## config.mk

```make
export PLATFORM = sky130hd
export DESIGN_NAME = mem_access_flat
export DESIGN_NICKNAME = d
export VERILOG_FILES = /design/src/rtl/mem_pkg.sv /design/src/rtl/if_m_wb.sv /design/src/rtl/mem_align.sv /design/src/rtl/mem_access.sv /design/src/flat_wrapper.sv
export SDC_FILE = /design/constraint.sdc
export NUM_CORES = 1
export LEC_CHECK = 0
export CAP_MARGIN = 40
export CORE_MARGIN = 2
export CORE_UTILIZATION = 35
export DETAILED_ROUTE_END_ITERATION = 8
export GPL_TIMING_DRIVEN = 0
export PLACE_DENSITY = 0.68
export SLEW_MARGIN = 20
export SYNTH_ARGS = -nofsm -noshare
export SYNTH_HDL_FRONTEND = slang
export SYNTH_SLANG_ARGS = --single-unit
```

## constraint.sdc

```tcl
create_clock -name clk -period 2.35 [get_ports clk]
set_clock_uncertainty 0.1 [all_clocks]
set_input_delay 0.5875 -clock clk [delete_from_list [all_inputs] [get_ports clk]]
set_output_delay 0.5875 -clock clk [all_outputs]
set_load 0.01 [all_outputs]
```

## src/rtl/mem_pkg.sv

```systemverilog
// Shared definitions for the M stage: funct3 codes, FSM states, latched request.
package mem_pkg;

    localparam logic [2:0] F3_B  = 3'd0;
    localparam logic [2:0] F3_H  = 3'd1;
    localparam logic [2:0] F3_W  = 3'd2;
    localparam logic [2:0] F3_BU = 3'd4;
    localparam logic [2:0] F3_HU = 3'd5;

    typedef enum logic {
        M_IDLE,
        M_BUSY
    } mstate_t;

    // Request captured on a legal load/store transfer and held while BUSY.
    // addr keeps the full effective address; off duplicates addr[1:0] for
    // the load extractor.
    typedef struct packed {
        logic [31:0] addr;
        logic [3:0]  be;
        logic [31:0] wdata;
        logic        we;
        logic [2:0]  funct3;
        logic [1:0]  off;
        logic        reg_wr;
        logic [4:0]  reg_wnum;
    } mem_req_t;

endpackage

```

## src/rtl/if_m_wb.sv

```systemverilog
// M/WB pipeline register bundle between the M stage and writeback.
interface if_m_wb #(
    parameter int XLEN = 32
);
    logic            mem_load;
    logic [XLEN-1:0] mem_dat_i_w;
    logic [XLEN-1:0] aluresult;
    logic            reg_wr;
    logic [4:0]      reg_wnum;

    modport out (
        output mem_load,
        output mem_dat_i_w,
        output aluresult,
        output reg_wr,
        output reg_wnum
    );

    modport in (
        input mem_load,
        input mem_dat_i_w,
        input aluresult,
        input reg_wr,
        input reg_wnum
    );
endinterface

```

## src/rtl/mem_align.sv

```systemverilog
// Combinational lane logic: byte enables, store replication, legality check,
// and load extraction with sign/zero extension.
module mem_align
    import mem_pkg::*;
(
    input  logic [2:0]  enc_funct3,
    input  logic [1:0]  enc_off,
    input  logic        enc_load,
    input  logic        enc_store,
    input  logic [31:0] st_data,
    output logic [3:0]  be,
    output logic [31:0] wdata,
    output logic        fault,
    input  logic [2:0]  ext_funct3,
    input  logic [1:0]  ext_off,
    input  logic [31:0] rdata,
    output logic [31:0] ldata
);

    logic        legal;
    logic        misaligned;
    logic [31:0] shifted;

    // Encode side: enables, replicated store data and fault flag.
    always_comb begin
        be         = 4'b1111;
        wdata      = st_data;
        legal      = 1'b0;
        misaligned = 1'b0;
        case (enc_funct3[1:0])
            2'b00: begin
                be    = 4'b0001 << enc_off;
                wdata = {4{st_data[7:0]}};
            end
            2'b01: begin
                be         = 4'b0011 << enc_off;
                wdata      = {2{st_data[15:0]}};
                misaligned = enc_off[0];
            end
            default: begin
                be         = 4'b1111;
                wdata      = st_data;
                misaligned = (enc_off != 2'b00);
            end
        endcase
        if (enc_load) begin
            legal = (enc_funct3 == F3_B)  || (enc_funct3 == F3_H) ||
                    (enc_funct3 == F3_W)  || (enc_funct3 == F3_BU) ||
                    (enc_funct3 == F3_HU);
        end else if (enc_store) begin
            legal = (enc_funct3 == F3_B) || (enc_funct3 == F3_H) ||
                    (enc_funct3 == F3_W);
        end
        fault = (enc_load | enc_store) & (~legal | misaligned);
    end

    // Extract side: shift the addressed lane down, then extend.
    always_comb begin
        shifted = rdata >> {ext_off, 3'b000};
        case (ext_funct3)
            F3_B:    ldata = {{24{shifted[7]}}, shifted[7:0]};
            F3_H:    ldata = {{16{shifted[15]}}, shifted[15:0]};
            F3_BU:   ldata = {24'd0, shifted[7:0]};
            F3_HU:   ldata = {16'd0, shifted[15:0]};
            default: ldata = shifted;
        endcase
    end

endmodule

```

## src/rtl/mem_access.sv

```systemverilog
// RV32 memory-access stage: request FSM, request latch and M/WB register.
module mem_access
    import mem_pkg::*;
#(
    parameter int XLEN = 32
) (
    input  logic            clk,
    input  logic            rst_n,
    input  logic            ex_valid,
    output logic            ex_ready,
    input  logic [XLEN-1:0] ex_aluresult,
    input  logic [XLEN-1:0] ex_store_data,
    input  logic            ex_mem_load,
    input  logic            ex_mem_store,
    input  logic [2:0]      ex_funct3,
    input  logic            ex_reg_wr,
    input  logic [4:0]      ex_reg_wnum,
    output logic            dbus_req,
    output logic            dbus_we,
    output logic [XLEN-1:0] dbus_addr,
    output logic [3:0]      dbus_be,
    output logic [XLEN-1:0] dbus_wdata,
    input  logic            dbus_ack,
    input  logic [XLEN-1:0] dbus_rdata,
    if_m_wb.out             if_m_wb_m,
    output logic            mem_fault
);

    mstate_t         state_q, state_d;
    mem_req_t        req_q, req_d;
    logic            fault_q, fault_d;
    logic            wb_load_q, wb_load_d;
    logic [XLEN-1:0] wb_dat_q, wb_dat_d;
    logic [XLEN-1:0] wb_alu_q, wb_alu_d;
    logic            wb_rw_q, wb_rw_d;
    logic [4:0]      wb_wnum_q, wb_wnum_d;

    logic [3:0]      enc_be;
    logic [31:0]     enc_wdata;
    logic            enc_fault;
    logic [31:0]     ldata;

    mem_align u_align (
        .enc_funct3 (ex_funct3),
        .enc_off    (ex_aluresult[1:0]),
        .enc_load   (ex_mem_load),
        .enc_store  (ex_mem_store),
        .st_data    (ex_store_data),
        .be         (enc_be),
        .wdata      (enc_wdata),
        .fault      (enc_fault),
        .ext_funct3 (req_q.funct3),
        .ext_off    (req_q.off),
        .rdata      (dbus_rdata),
        .ldata      (ldata)
    );

    // State, request latch, fault pulse and M/WB register.
    always_ff @(posedge clk or negedge rst_n) begin
        if (!rst_n) begin
            state_q   <= M_IDLE;
            req_q     <= '0;
            fault_q   <= 1'b0;
            wb_load_q <= 1'b0;
            wb_dat_q  <= '0;
            wb_alu_q  <= '0;
            wb_rw_q   <= 1'b0;
            wb_wnum_q <= '0;
        end else begin
            state_q   <= state_d;
            req_q     <= req_d;
            fault_q   <= fault_d;
            wb_load_q <= wb_load_d;
            wb_dat_q  <= wb_dat_d;
            wb_alu_q  <= wb_alu_d;
            wb_rw_q   <= wb_rw_d;
            wb_wnum_q <= wb_wnum_d;
        end
    end

    // Next state; M/WB defaults to a bubble unless something completes.
    always_comb begin
        state_d   = state_q;
        req_d     = req_q;
        fault_d   = 1'b0;
        wb_load_d = 1'b0;
        wb_dat_d  = '0;
        wb_alu_d  = '0;
        wb_rw_d   = 1'b0;
        wb_wnum_d = '0;
        case (state_q)
            M_IDLE: begin
                if (ex_valid) begin
                    if (!(ex_mem_load || ex_mem_store)) begin
                        wb_alu_d  = ex_aluresult;
                        wb_rw_d   = ex_reg_wr;
                        wb_wnum_d = ex_reg_wnum;
                    end else if (enc_fault) begin
                        fault_d = 1'b1;
                    end else begin
                        req_d = '{addr:     ex_aluresult,
                                  be:       enc_be,
                                  wdata:    enc_wdata,
                                  we:       ex_mem_store,
                                  funct3:   ex_funct3,
                                  off:      ex_aluresult[1:0],
                                  reg_wr:   ex_reg_wr,
                                  reg_wnum: ex_reg_wnum};
                        state_d = M_BUSY;
                    end
                end
            end
            M_BUSY: begin
                if (dbus_ack) begin
                    state_d = M_IDLE;
                    if (!req_q.we) begin
                        wb_load_d = 1'b1;
                        wb_dat_d  = ldata;
                        wb_alu_d  = req_q.addr;
                        wb_rw_d   = req_q.reg_wr;
                        wb_wnum_d = req_q.reg_wnum;
                    end
                end
            end
            default: state_d = M_IDLE;
        endcase
    end

    assign ex_ready   = (state_q == M_IDLE);
    assign dbus_req   = (state_q == M_BUSY);
    assign dbus_we    = req_q.we;
    assign dbus_addr  = {req_q.addr[31:2], 2'b00};
    assign dbus_be    = req_q.be;
    assign dbus_wdata = req_q.wdata;
    assign mem_fault  = fault_q;

    assign if_m_wb_m.mem_load    = wb_load_q;
    assign if_m_wb_m.mem_dat_i_w = wb_dat_q;
    assign if_m_wb_m.aluresult   = wb_alu_q;
    assign if_m_wb_m.reg_wr      = wb_rw_q;
    assign if_m_wb_m.reg_wnum    = wb_wnum_q;

endmodule

```

## src/flat_wrapper.sv

```systemverilog
// flat-port wrapper written by rule: the top's interface ports become plain ports
module mem_access_flat import mem_pkg::*;
#(
    parameter int XLEN = 32
)
  (clk, rst_n, ex_valid, ex_ready, ex_aluresult, ex_store_data, ex_mem_load, ex_mem_store, ex_funct3, ex_reg_wr, ex_reg_wnum, dbus_req, dbus_we, dbus_addr, dbus_be, dbus_wdata, dbus_ack, dbus_rdata, mem_fault, if_m_wb_m_mem_load, if_m_wb_m_mem_dat_i_w, if_m_wb_m_aluresult, if_m_wb_m_reg_wr, if_m_wb_m_reg_wnum);
  if_m_wb #(.XLEN(XLEN)) if_m_wb_m_i ();
  input  logic clk;
  input  logic rst_n;
  input  logic ex_valid;
  output logic ex_ready;
  input  logic [XLEN-1:0] ex_aluresult;
  input  logic [XLEN-1:0] ex_store_data;
  input  logic ex_mem_load;
  input  logic ex_mem_store;
  input  logic [2:0] ex_funct3;
  input  logic ex_reg_wr;
  input  logic [4:0] ex_reg_wnum;
  output logic dbus_req;
  output logic dbus_we;
  output logic [XLEN-1:0] dbus_addr;
  output logic [3:0] dbus_be;
  output logic [XLEN-1:0] dbus_wdata;
  input  logic dbus_ack;
  input  logic [XLEN-1:0] dbus_rdata;
  output logic mem_fault;
  output wire logic [$bits(if_m_wb_m_i.mem_load)-1:0] if_m_wb_m_mem_load;
  output wire logic [$bits(if_m_wb_m_i.mem_dat_i_w)-1:0] if_m_wb_m_mem_dat_i_w;
  output wire logic [$bits(if_m_wb_m_i.aluresult)-1:0] if_m_wb_m_aluresult;
  output wire logic [$bits(if_m_wb_m_i.reg_wr)-1:0] if_m_wb_m_reg_wr;
  output wire logic [$bits(if_m_wb_m_i.reg_wnum)-1:0] if_m_wb_m_reg_wnum;
  assign if_m_wb_m_mem_load = if_m_wb_m_i.mem_load;
  assign if_m_wb_m_mem_dat_i_w = if_m_wb_m_i.mem_dat_i_w;
  assign if_m_wb_m_aluresult = if_m_wb_m_i.aluresult;
  assign if_m_wb_m_reg_wr = if_m_wb_m_i.reg_wr;
  assign if_m_wb_m_reg_wnum = if_m_wb_m_i.reg_wnum;
  mem_access #(.XLEN(XLEN)) u_core (.clk(clk), .rst_n(rst_n), .ex_valid(ex_valid), .ex_ready(ex_ready), .ex_aluresult(ex_aluresult), .ex_store_data(ex_store_data), .ex_mem_load(ex_mem_load), .ex_mem_store(ex_mem_store), .ex_funct3(ex_funct3), .ex_reg_wr(ex_reg_wr), .ex_reg_wnum(ex_reg_wnum), .dbus_req(dbus_req), .dbus_we(dbus_we), .dbus_addr(dbus_addr), .dbus_be(dbus_be), .dbus_wdata(dbus_wdata), .dbus_ack(dbus_ack), .dbus_rdata(dbus_rdata), .if_m_wb_m(if_m_wb_m_i), .mem_fault(mem_fault));
endmodule
```

==> results of run 1 <==
==> metal layers <==
metal | up-vias | share of wire [%]
li1 | 2394 | -
met1 | 2483 | 45
met2 | 189 | 46
met3 | 24 | 7.0
met4 | 0 | 1.6
met5 | - | 0
==> Yosys cell counts, drive strengths merged (3+ instances only) <==
cell	instances	area [um^2]
dfrtp	151	3780
buf	91	692
mux2	90	1070
a22o	38	333
mux2i	26	260
nand2	25	93.8
a211oi	22	165
nor2	20	75.1
o21ai	18	90.1
nor2b	14	90.1
clkbuf	12	45.0
a21oi	4	20.0
inv	3	11.3
nand3b	3	22.5
nor3	3	15.0
==> state kept, by name, summed over array words and instances, names as in the netlist <==
signal	count
u_core.if_m_wb_m.mem_dat_i_w	32
u_core.dbus_wdata	32
u_core.if_m_wb_m.reg_wr	1
u_core.if_m_wb_m.aluresult	32
u_core.if_m_wb_m.mem_load	1
u_core.dbus_we	1
u_core.mem_fault	1
u_core.dbus_req	1
u_core.dbus_addr	30
u_core.if_m_wb_m.reg_wnum	5
u_core.dbus_be	4
u_core.req_q	11
==> through the flow <==
| step | setup TNS (ns) | cells | power (W) | setup WS (ns) | cell area, um^2 |
|---|---|---|---|---|---|
| after detailed placement | -49.71 | 1056 | 0.00642 | -0.583 | 9830 |
| after floorplan | 0 | 541 | 0.00501 | 0.249 | 6980 |
| after global placement | -916.19 | 1054 | 0.00638 | -5.74 | 9790 |
| after CTS | 0 | 1089 | 0.00936 | 0.0551 | 10500 |
| final | 0 | 1090 | 0.00924 | 0.0713 | 10500 |
| after global routing | 0 | 1090 | 0.00971 | 0.000538 | 10500 |
==> power by group through the flow <==
stage	clock [W]	sequential [W]	combinational, W
2_1_floorplan	0	0.00339	0.00162
3_3_place_gp	0	0.00340	0.00298
3_5_place_dp	0	0.00341	0.00301
4_1_cts	0.00296	0.00337	0.00303
5_1_grt	0.00307	0.00343	0.00321
6_report	0.00288	0.00337	0.00299
==> worst paths after layout <==
path	startpoint	end	slack, ns	cells after the start
worst max-delay path	ex_mem_store	u_core.req_q[1]$_DFFE_PN0P_	0.07	8
worst min-delay path	rst_n	u_core.if_m_wb_m.aluresult[11]$_DFF_PN0_	0.04	1
worst max register to register	u_core.req_q[8]$_DFFE_PN0P_	u_core.if_m_wb_m.mem_dat_i_w[23]$_DFF_PN0_	0.15	6
worst min register to register	u_core.req_q[4]$_DFFE_PN0P_	u_core.if_m_wb_m.reg_wnum[4]$_DFF_PN0_	0.40	1
max in group asynchronous	rst_n	u_core.dbus_be[1]$_DFFE_PN0P_	1.33	2
min in group clk	ex_aluresult[0]	u_core.if_m_wb_m.aluresult[0]$_DFF_PN0_	0.34	2
==> area by class of cell <==
class,count,area share (%)
inverters,3,0.108
well taps,265,3.17
repair buffers,252,24.3
flip-flops and latches,151,36.1
clock inverters,15,1.82
plain buffers,103,7.05
clock buffers,17,4.06
multi-input cells,284,23.4
==> repair_timing <==
item | 4_1_cts | 5_1_grt
setup endpoints to repair | 66 | 25
pin swaps | 1 | 1
hold endpoints to repair | 0 | 0
resized for setup | 1 | 3
setup buffers | 1 | 1
==> kinds of logic after synthesis <==
group                  count (synthesis)  synth area share (%)
muxes                                117                  19.4
AOI/OAI and AO/OA                     95                  10.7
and+or+nand+nor                       70                  4.84
DFF                                  151                  54.2
buffers and inverters                106                  10.7
other                                  1                0.0538
==> results.yml, run 1 <==
floorplanning:
  num_rows: 51
  die_area_um2: 21100
  die_h_um: 145
  ioPinCount: 254
  die_width_um: 145
  initial_core_util_pct: 35.7
  core-area_um2: 19500
route:
  first_pass_iters: 4
  drtIter0Drc: 150
  viasPerCell: 4.67
  drt_wl_total_um: 18900
  drc_errors: 0
  avgRoutedWirePerCell_um: 17.4
  vias: 5090
  antenna_left: 0
setup_path:
  crit_top_cell: "nor2b_2"
  crit_type: "primary input to flip-flop"
  crit_chain: "clkdlybuf4s50_1 > nor2b_2 > o2111ai_2 > nor2b_2 > buf_6 > buf_12 > buf_8 > mux2_4"
  cp.required_ns: 2.55
  path_buf_inv: 4
  worstPathArrival_ns: 2.48
  cp_top_family: "buffers and inverters"
  crit_path_start_kind: "primary input"
  slowest_stage: "clkdlybuf4s50_1"
  end_kind: "flip-flop"
  max_stage_delay_ns: 0.57
  critPathMaxFanout: 10
global_route:
  grt_pass1_vias: 5269
  met2_usage_pct: 28.9
  top_usage_layer: "met2"
  grt_antenna_before_repair: 0
  grt.overflow.total: 0
  grtUsageMet3_pct: 5.53
  grt_max_degree: 88
  grt_first_pass_wirelength_um: 29800
  use_met1_pct: 23.9
  grtUsageTotal_pct: 18.2
power:
  power.density_nw_per_um2: 883
  p_switching_w: 0.00256
  pwr-share-comb_pct: 32.3
  ir_drop_mv: 0.507
  swShare_pct: 27.8
  intPower_w: 0.00668
  p_clk_share_pct: 31.2
  p_leak_nw: 4.62
  p_seq_share_pct: 36.5
timing:
  rsz0062_at_grt: "false"
  finalCriticalPeriod_ns: 2.28
  finalMaxSlewViolations: 0
  fin_crit_sh_pct: 97.0
  final-setup-viol-count: 0
  whs_ns: 0.0443
  hold_viol: 0
  timing.fmax_mhz: 439
  max_slew_margin_pct: 47.4
  tightest_slew_ns: 0.787
final_layout:
  fin_util_pct: 53.6
  multi_input_area_um2: 2450
  final_cell_mix: "clkdlybuf4s50_1, dfrtp_1, buf_4"
  n_antenna_cell: 0
  layout.nets: 923
  final_layout_size_suffix_gt1_share_pct: 27.3
  fillers: 1720
  final-seq-area_um2: 3780
  syn_to_final_growth_pct: 50.1
  layout_commonest_cell: "clkdlybuf4s50_1"
yosys:
  ys.flop_type: "dfrtp_1"
  ys_warn_count: 0
  synth_area_um2: 6970
  ys_ff_latch: 151
  syn-instance-count: 540
  ys_seq_area_share_pct: 54.2
  async_reset_ff_share_pct: 100
  synth_edf_count: 0
  syn_avg_cell_area_um2: 12.9
  synth.distinct_cells: 40
worst_hold_path:
  hold_path_class: "primary input to async pin"
cts:
  path_clk_slew_ns: 0.07
  clock_tree.buffer_depth: 2
  hold_buffers: 0
  clkLatencyLatePin_ns: 0.42
  cts_max_level: 4
  numCtsBuffers: 17
  cts_tree: "yes"
  root_buffer: "clkbuf_16"
  cts_sinks: 151
place:
  place.gp.congestion: 0.749
  dp_hpwl_um: 13600
  port_buffers: 248
run_status:
  status: "finished, final reports clean"
run:
  drv_cap: 0
No activity file was read; power rests on OpenSTA's default activity.
==> inputs of run 2 (changes only) <==
- CORE_ASPECT_RATIO: not set -> 0.75
==> results.yml, run 2 (synthesized netlist as in run 1, its figures left out) <==
run_status:
  status: "finished, final reports clean"
final_layout:
  fin_cells: 1077
  design_area_um2: 10500
  n_antenna_cell: 0
  layout_commonest_cell: "clkdlybuf4s50_1"
  final_layout_size_suffix_gt1_share_pct: 27.1
  layout.nets: 924
  syn_to_final_growth_pct: 50.5
  final_cell_mix: "clkdlybuf4s50_1, dfrtp_1, buf_4"
  fillers: 1701
timing:
  finalMaxSlewViolations: 0
  fin_crit_sh_pct: 95.4
  hold_viol: 0
  timing.fmax_mhz: 446
  whs_ns: 0.0354
  max_slew_margin_pct: 57.0
  finalCriticalPeriod_ns: 2.24
  final-setup-viol-count: 0
  rsz0062_at_grt: "false"
  tightest_slew_ns: 0.643
setup_path:
  crit_start: "ex_mem_store"
  max_stage_delay_ns: 0.51
  worstPathArrival_ns: 2.44
  slowest_stage: "clkdlybuf4s50_1"
  crit_path_start_kind: "primary input"
  crit_type: "primary input to flip-flop"
  end_kind: "flip-flop"
  timing.rr.start: "u_core.dbus_req$_DFF_PN0_"
  critPathMaxFanout: 10
  crit_chain: "clkdlybuf4s50_1 > nor2b_1 > o2111ai_2 > nor2b_2 > buf_6 > buf_12 > buf_8 > mux2_4"
  reg2reg_slack_ns: 0.38
  cp.required_ns: 2.54
floorplanning:
  ioPinCount: 254
  initial_core_util_pct: 35.9
  num_rows: 44
  core-area_um2: 19400
  die_area_um2: 21100
  die_width_um: 167
  die_h_um: 126
cts:
  path_clk_slew_ns: 0.06
  hold_buffers: 0
  root_buffer: "clkbuf_16"
  clkLatencyLatePin_ns: 0.41
  clock_tree.buffer_depth: 2
  numCtsBuffers: 17
  cts_max_level: 4
  cts_tree: "yes"
  cts_sinks: 151
route:
  viasPerCell: 4.69
  drt_wl_total_um: 18800
  vias: 5050
  drtIter0Drc: 291
  avgRoutedWirePerCell_um: 17.5
  antenna_left: 0
  drc_errors: 0
  first_pass_iters: 4
global_route:
  grt.overflow.total: 0
  grt_pass1_vias: 5140
  grt_antenna_before_repair: 0
  grt_first_pass_wirelength_um: 29400
  grtUsageTotal_pct: 18.1
  grt_max_degree: 77
place:
  place.gp.congestion: 0.834
  placed_area_um2: 9810
  dp_hpwl_um: 13800
  dp_cells: 1043
  port_buffers: 248
power:
  ir_drop_mv: 0.511
  power.density_nw_per_um2: 896
  p_leak_nw: 4.63
run:
  drv_cap: 0
worst_hold_path:
  hold_path_class: "primary input to async pin"
## run 2: path summary, 6_finish.rpt
path | end | depth (start not counted)
setup / recovery | u_core.req_q[3]$_DFFE_PN0P_ | 8
hold / removal | u_core.if_m_wb_m.aluresult[9]$_DFF_PN0_ | 1
setup reg to reg | u_core.req_q[3]$_DFFE_PN0P_ | 7
hold reg to reg | u_core.if_m_wb_m.reg_wnum[4]$_DFF_PN0_ | 1
max in group asynchronous | u_core.dbus_wdata[15]$_DFFE_PN0P_ | 2
min in group clk | u_core.if_m_wb_m.aluresult[0]$_DFF_PN0_ | 2
## run 2: timing repair
| action | in CTS | in global routing |
|---|---|---|
| setup endpoints to repair | 40 | 35 |
| setup buffers | 0 | 3 |
| pin swaps | 0 | 2 |
| resized for setup | 1 | 2 |
## run 2: layout make-up
cell class	instances	area, um^2	area share (%)
Inverter	3	11.3	0.107
Tap cell	253	317	3.02
Clock buffer	17	425	4.05
Timing Repair Buffer	253	2540	24.2
Sequential cell	151	3780	36.0
Multi-Input combinational cell	284	2460	23.4
Buffer	103	738	7.03
Clock inverter	13	220	2.10
## run 2: routing by layer
metal	routed length [um]	track usage (%)	vias up	part of all wire, %
met5	0	0	-	0
met4	270	5.27	0	1.4
met3	1350	5.66	18	7.2
met2	8350	27.3	188	44
met1	8830	25.0	2449	47
li1	-	-	2395	-
## run 2: worst max-delay path: cells and delay by family
kind                   cells  cell delay [ns]
muxes                      1             0.31
buffers and inverters      4             0.97
AOI/OAI and AO/OA          1             0.18
and+or+nand+nor            2             0.37
## run 2: stage by stage
| step | util [%] | total power [W] | worst slack [ns] | TNS (ns) |
|---|---|---|---|---|
| after floorplan | - | 0.00501 | 0.249 | 0 |
| after detailed placement | 50.5 | 0.00643 | -0.519 | -45.41 |
| final | 54.0 | 0.00940 | 0.108 | 0 |
| after global routing | 54.0 | 0.00986 | 0.0203 | 0 |
| after CTS | 53.8 | 0.00950 | 0.0232 | 0 |
| after global placement | 50.3 | 0.00640 | -5.77 | -912.11 |
## run 2: power breakdown
group / leakage (nW) / total, W / switching, W / internal, W
clock: 0.308 / 0.00302 / 0.00113 / 0.00189
combinational: 2.39 / 0.00302 / 0.00112 / 0.00190
sequential: 1.93 / 0.00337 / 0.000285 / 0.00308
